File: src/rtl/vga_pkg.sv
`default_nettype none
// =============================================================================
// vga_pkg : target codes, per-target byte counts and FSM states for the loader
// Revision 1.0
// =============================================================================
package vga_pkg;

   localparam logic [1:0] TGT_PIX0  = 2'd0;
   localparam logic [1:0] TGT_PIX1  = 2'd1;
   localparam logic [1:0] TGT_SIZE0 = 2'd2;
   localparam logic [1:0] TGT_SIZE1 = 2'd3;

   localparam int PIX_BYTES  = 4;
   localparam int SIZE_BYTES = 1;

   typedef enum logic [0:0] {
      ST_HDR  = 1'b0,
      ST_DATA = 1'b1
   } state_e;

   // Index of the final data byte of a packet for the given target
   function automatic logic [1:0] last_byte_idx(input logic [1:0] tgt);
      return tgt[1] ? 2'(SIZE_BYTES - 1) : 2'(PIX_BYTES - 1);
   endfunction

endpackage
`default_nettype wire

File: src/rtl/vga_bg_loader_if.sv
`default_nettype none
// =============================================================================
// vga_bg_loader_if : byte-stream valid/ready channel into the background loader
// Revision 1.0
// =============================================================================
interface vga_bg_loader_if;
   logic [7:0] in_data;
   logic       in_valid;
   logic       in_ready;

   modport master (output in_data, output in_valid, input in_ready);
   modport slave  (input in_data, input in_valid, output in_ready);
endinterface
`default_nettype wire

File: src/rtl/vga_byte_packer.sv
`default_nettype none
// =============================================================================
// vga_byte_packer : shifts bytes LSB-first into a 32-bit word, flags last byte
// Revision 1.0
// =============================================================================
module vga_byte_packer (
   input  wire logic        clk,
   input  wire logic        rst_n,
   input  wire logic        clear_i,
   input  wire logic        push_i,
   input  wire logic [7:0]  byte_i,
   input  wire logic [1:0]  last_idx_i,
   output logic      [31:0] word_o,
   output logic             done_o
);
   logic [31:0] word_q;
   logic [1:0]  cnt_q;

   // word_o already includes the byte being pushed so the final word is usable
   // on the same edge that accepts it
   assign word_o = {byte_i, word_q[31:8]};
   assign done_o = push_i && (cnt_q == last_idx_i);

   always_ff @(posedge clk) begin
      if (!rst_n) begin
         word_q <= 32'd0;
         cnt_q  <= 2'd0;
      end else if (clear_i) begin
         word_q <= 32'd0;
         cnt_q  <= 2'd0;
      end else if (push_i) begin
         word_q <= word_o;
         cnt_q  <= cnt_q + 2'd1;
      end
   end
endmodule
`default_nettype wire

File: src/rtl/vga_bg_loader.sv
`default_nettype none
// =============================================================================
// vga_bg_loader : packet parser writing shadow background registers, committed
// to live outputs on vblank start (VGA_BG_LOADER_VSYNC_COMMIT_EN) or one cycle
// after each write (macro undefined).
// Revision 1.0
// =============================================================================
module vga_bg_loader
   import vga_pkg::*;
(
   input  wire logic        clk,
   input  wire logic        rst_n,
   input  wire logic        v_active,
   vga_bg_loader_if.slave   bus,
   output logic      [31:0] bg_pixels_0,
   output logic      [31:0] bg_pixels_1,
   output logic      [5:0]  bg_size_0,
   output logic      [5:0]  bg_size_1,
   output logic             pending
);
   state_e      state_q, state_d;
   logic [1:0]  tgt_q;
   logic        ready_q, vprev_q, dirty_q, dirty_d;
   logic [31:0] shpix0_q, shpix1_q, pix0_q, pix1_q;
   logic [5:0]  shsize0_q, shsize1_q, size0_q, size1_q;
   logic        w_fire, w_hdr_ok, w_clear, w_push, w_done, w_commit;
   logic [31:0] w_word;

   assign w_fire   = bus.in_valid && ready_q;
   assign w_hdr_ok = (bus.in_data[7:2] == 6'd0);

   vga_byte_packer u_packer (
      .clk        (clk),
      .rst_n      (rst_n),
      .clear_i    (w_clear),
      .push_i     (w_push),
      .byte_i     (bus.in_data),
      .last_idx_i (last_byte_idx(tgt_q)),
      .word_o     (w_word),
      .done_o     (w_done)
   );

   always_ff @(posedge clk) begin
      if (!rst_n) state_q <= ST_HDR;
      else        state_q <= state_d;
   end

   always_comb begin
      state_d = state_q;
      case (state_q)
         ST_HDR:  if (w_fire && w_hdr_ok) state_d = ST_DATA;
         ST_DATA: if (w_done)             state_d = ST_HDR;
         default:                         state_d = ST_HDR;
      endcase
   end

   always_comb begin
      w_clear = 1'b0;
      w_push  = 1'b0;
      case (state_q)
         ST_HDR:  w_clear = w_fire && w_hdr_ok;
         ST_DATA: w_push  = w_fire;
         default: ;
      endcase
   end

`ifdef VGA_BG_LOADER_VSYNC_COMMIT_EN
   assign w_commit = dirty_q && vprev_q && !v_active;
`else
   logic w_unused_vprev;
   assign w_unused_vprev = vprev_q;
   assign w_commit       = dirty_q;
`endif

   // A write landing on the commit edge keeps dirty set so it is not lost
   always_comb begin
      dirty_d = dirty_q;
      if (w_commit) dirty_d = 1'b0;
      if (w_done)   dirty_d = 1'b1;
   end

   always_ff @(posedge clk) begin
      if (!rst_n) begin
         ready_q   <= 1'b0;
         vprev_q   <= 1'b0;
         dirty_q   <= 1'b0;
         tgt_q     <= 2'd0;
         shpix0_q  <= 32'd0;
         shpix1_q  <= 32'd0;
         shsize0_q <= 6'd0;
         shsize1_q <= 6'd0;
         pix0_q    <= 32'd0;
         pix1_q    <= 32'd0;
         size0_q   <= 6'd0;
         size1_q   <= 6'd0;
      end else begin
         ready_q <= 1'b1;
         vprev_q <= v_active;
         dirty_q <= dirty_d;
         if (w_clear) tgt_q <= bus.in_data[1:0];
         if (w_done) begin
            case (tgt_q)
               TGT_PIX0:  shpix0_q  <= w_word;
               TGT_PIX1:  shpix1_q  <= w_word;
               TGT_SIZE0: shsize0_q <= bus.in_data[5:0];
               TGT_SIZE1: shsize1_q <= bus.in_data[5:0];
            endcase
         end
         if (w_commit) begin
            pix0_q  <= shpix0_q;
            pix1_q  <= shpix1_q;
            size0_q <= shsize0_q;
            size1_q <= shsize1_q;
         end
      end
   end

   assign bus.in_ready = ready_q;
   assign bg_pixels_0  = pix0_q;
   assign bg_pixels_1  = pix1_q;
   assign bg_size_0    = size0_q;
   assign bg_size_1    = size1_q;
   assign pending      = dirty_q;
endmodule
`default_nettype wire

File: src/flat_wrapper.sv
// flat-port wrapper written by rule: the top's interface ports become plain ports
module vga_bg_loader_flat import vga_pkg::*;
  (clk, rst_n, v_active, bg_pixels_0, bg_pixels_1, bg_size_0, bg_size_1, pending, bus_in_data, bus_in_valid, bus_in_ready);
  vga_bg_loader_if bus_i ();
  input  wire logic clk;
  input  wire logic rst_n;
  input  wire logic v_active;
  output logic      [31:0] bg_pixels_0;
  output logic      [31:0] bg_pixels_1;
  output logic      [5:0] bg_size_0;
  output logic      [5:0] bg_size_1;
  output logic pending;
  input wire logic [$bits(bus_i.in_data)-1:0] bus_in_data;
  input wire logic [$bits(bus_i.in_valid)-1:0] bus_in_valid;
  output wire logic [$bits(bus_i.in_ready)-1:0] bus_in_ready;
  assign bus_i.in_data = bus_in_data;
  assign bus_i.in_valid = bus_in_valid;
  assign bus_in_ready = bus_i.in_ready;
  vga_bg_loader u_core (.clk(clk), .rst_n(rst_n), .v_active(v_active), .bus(bus_i), .bg_pixels_0(bg_pixels_0), .bg_pixels_1(bg_pixels_1), .bg_size_0(bg_size_0), .bg_size_1(bg_size_1), .pending(pending));
endmodule
File: config.mk
export PLATFORM = sky130hd
export DESIGN_NAME = vga_bg_loader_flat
export DESIGN_NICKNAME = d
export VERILOG_FILES = /design/src/rtl/vga_pkg.sv /design/src/rtl/vga_bg_loader_if.sv /design/src/rtl/vga_byte_packer.sv /design/src/rtl/vga_bg_loader.sv /design/src/flat_wrapper.sv
export SDC_FILE = /design/constraint.sdc
export NUM_CORES = 1
export LEC_CHECK = 0
export ABC_CLOCK_PERIOD_IN_PS = 2100
export CORE_MARGIN = 2
export CORE_UTILIZATION = 45
export CTS_CLUSTER_DIAMETER = 80
export DETAILED_ROUTE_END_ITERATION = 12
export PLACE_DENSITY = 0.73
export SLEW_MARGIN = 20
export SYNTH_ARGS = -nofsm -noshare
export SYNTH_HDL_FRONTEND = slang
export SYNTH_HIERARCHICAL = 1
export SYNTH_SLANG_ARGS = --single-unit
File: constraint.sdc
create_clock -name clk -period 2.1 [get_ports clk]
set_clock_uncertainty 0.05 [all_clocks]
set_input_delay 0.315 -clock clk [delete_from_list [all_inputs] [get_ports clk]]
set_output_delay 0.315 -clock clk [all_outputs]
set_load 0.01 [all_outputs]
==> results.py <==
metrics = {
    "drt": {
        "finalWirelength_um": 14600,
        "vias_per_cell": 4.95,
        "via_count": 4745,
        "drt_iter0_markers": 311,
        "wl_per_cell_um": 15.2,
        "drc": 0,
        "ant_nets": 0,
        "firstDrtPassIters": 4,
    },
    "synthesis": {
        "synth_most_common_cell": "dfxtp_1",
        "synth_fp_nets": 697,
        "async_reset_ff_frac": 0,
        "ys_seq_area_frac": 0.526,
        "synth_edf_count": 0,
        "synth_top_area_cell": "dfxtp_1",
        "syn_area_sq_mm": 0.00697,
        "yosys-top-cells-count": "dfxtp_1 (183), nand2_1 (132), mux2i_1 (114)",
        "synth_cell_types": 30,
        "yosysWarnings": 6,
        "synthCells": 685,
        "synthTopCellsByArea": "dfxtp_1 (53%), mux2i_1 (16%), nor2b_1 (8.0%)",
        "synth-main-ff-cell": "dfxtp_1",
        "netlist.area_leader.share": 0.526,
        "ys_ff_latch": 183,
        "avgSynthCellArea_sq_um": 10.2,
    },
    "grt": {
        "met3_usage": 0.0407,
        "grt_max_degree": 58,
        "grt_util_met2": 0.284,
        "antenna_found_initial": 0,
        "gr-total-overflow": 0,
        "grt_pass1_vias": 4597,
        "grt_usage": 0.181,
        "grt_busiest_layer": "met2",
        "grt_pass1_wl_um": 23500,
        "grtUsageMet1": 0.244,
    },
    "finish": {
        "drive_gt1_frac": 0.0817,
        "multiInputGateArea_sq_mm": 0.00294,
        "fillCellCount": 1278,
        "regArea_sq_mm": 0.00367,
        "area_delta_synth_final_pct": 23.5,
        "n_antenna_cell": 0,
        "nNetsFinal": 770,
    },
    "floorplan": {
        "core_area_sq_mm": 0.0151,
        "io_pins": 90,
        "die_area_sq_mm": 0.0165,
        "die_width_um": 128,
        "die_h_um": 128,
        "num_rows": 45,
        "initial_utilization": 0.460,
    },
    "setup_path": {
        "startpoint_type": "primary input",
        "r2r_slack_ps": 340,
        "crit_arrival_ps": 2110,
        "crit_top_cell": "and3_1",
        "slowest_delay_ps": 520,
        "crit_chain": "clkdlybuf4s50_1 > and3_1 > and3_1 > buf_4 > and3b_1 > buf_12 > nand2_1 > a21boi_1",
        "endpoint_kind": "flop",
        "path_max_fanout": 25,
        "criticalPathCategory": "primary input to flop",
        "cp_slowest_cell": "clkdlybuf4s50_1",
        "critPathRequiredTime_ps": 2410,
    },
    "flow_run": {
        "drv_cap": 0,
    },
    "clock_network": {
        "cts.sinks": 183,
        "clock_latency_ps": 430,
        "clkTransAtPathRegs_ps": 70,
        "clock_path_buffers": 2,
        "cts_tree": "yes",
        "cts_setup_buffers": 0,
        "ctsHoldBuffers": 0,
        "cts_buffers": 17,
        "cts_resized": 0,
        "cts_max_level": 4,
        "cts_root_buf": "clkbuf_16",
    },
    "sta": {
        "maxSlewHeadroom": 0.646,
        "min_period_ps": 1810,
        "tightest_slew_ps": 531,
        "maxSlewViolCount": 0,
        "rsz0062_at_grt": "false",
        "setup_violations": 0,
        "finalHoldViolCount": 0,
        "timing.fmax_mhz": 554,
        "fin_crit_sh": 0.860,
        "setup-tns-final_ps": 0,
    },
    "power_and_ir_drop": {
        "p_int_mw": 5.25,
        "combPwrFrac": 0.021,
        "power.total_mw": 6.80,
        "p_sw_frac": 0.227,
        "power_density_mw_per_mm2": 790,
        "seq_power_share": 0.510,
        "irDropWorstVdd_mv": 0.542,
        "total_leakage_power_nw": 2.85,
        "switchingPower_mw": 1.55,
        "clkPwrFrac": 0.468,
    },
    "place": {
        "port_buffers": 88,
        "gp_congestion": 0.765,
        "dp_hpwl_um": 9650,
    },
    "status": {
        "status": "completed",
    },
    "hold_path": {
        "hp-class": "primary input to flop",
    },
}
==> power by group through the flow <==
stage                     Clock, mW  Combinational [mW]  Sequential (mW)
final                          3.18               0.144             3.47
after global routing           3.39               0.152             3.47
after CTS                      3.24               0.144             3.47
after detailed placement          0               0.143             3.55
after global placement            0               0.142             3.55
after floorplan                   0              0.0934             3.55
==> final cells by class <==
class	count	share of cell area
Sequential cell	183	0.426
Multi-Input combinational cell	444	0.342
Timing Repair Buffer	111	0.134
Clock buffer	17	0.0494
Tap cell	188	0.0273
Clock inverter	15	0.0207
Inverter	1	0.000436
==> final timing paths <==
kind	from	end	depth (start not counted)
min	rst_n	u_core/state_q$_SDFF_PN0_	2
max	bus_in_valid	u_core/shpix1_q[4]$_SDFFE_PN0P_	8
max reg2reg	u_core/u_packer/cnt_q[0]$_SDFFE_PP0P_	u_core/shpix1_q[4]$_SDFFE_PN0P_	7
min reg2reg	u_core/shpix0_q[11]$_SDFFE_PN0P_	u_core/shpix0_q[11]$_SDFFE_PN0P_	2
==> metal layers <==
metal / up-vias / wire length (um)
met1: 2243 / 7180
met5: - / 0
met4: 0 / 272
met2: 98 / 6580
li1: 2384 / -
met3: 20 / 520
==> cell families (layout without fill, tap and decap cells) <==
| logic type | count (synthesis) | in the layout | synth area share |
|---|---|---|---|
| AOI/OAI and AO/OA | 67 | 67 | 0.0727 |
| DFF | 183 | 183 | 0.526 |
| and+or+nand+nor | 260 | 260 | 0.181 |
| buffers and inverters | 58 | 144 | 0.0526 |
| muxes | 114 | 114 | 0.164 |
| xor gates and xnor gates | 3 | 3 | 0.00377 |
==> worst max-delay path: cells and delay by family <==
family | cells | cell delay, ps
compound gates | 1 | 130
buf+inv | 3 | 860
simple gates | 4 | 800
==> per-stage QoR <==
| step | instances | util | worst slack, ps | hold WS [ps] | cell area (sq um) |
|---|---|---|---|---|---|
| after floorplan | 685 | - | 123 | 293 | 6970 |
| final | 959 | 0.568 | 295 | 325 | 8600 |
| after detailed placement | 927 | 0.528 | -120 | 399 | 8000 |
| after global routing | 959 | 0.568 | 203 | 343 | 8600 |
| after CTS | 959 | 0.568 | 316 | 314 | 8600 |
| after global placement | 927 | 0.528 | -69.7 | 395 | 8000 |
==> sequential cells by signal (all words and copies together), names as in the netlist <==
name	flops
u_core/shsize1_q	6
u_core/u_packer/cnt_q	2
u_core/pending	1
u_core/bg_size_1	6
u_core/bg_size_0	6
u_core/u_packer/word_q	24
u_core/bg_pixels_0	32
u_core/shpix1_q	32
u_core/tgt_q	2
u_core/bus.in_ready	1
u_core/bg_pixels_1	32
u_core/state_q	1
u_core/shsize0_q	6
u_core/shpix0_q	32
==> placed cells by master (no fill, tap or decap), drive strengths merged, types with 2 or more instances in the layout <==
master	n
and3	2
xnor2	3
nand3b	3
nor2b	89
clkbuf	17
clkinvlp	2
dfxtp	183
inv	10
clkdlybuf4s50	87
nor2	25
nand2	132
a21boi	64
clkinv	3
mux2i	114
buf	24
Note: power is estimated with default switching activity, not from simulation.
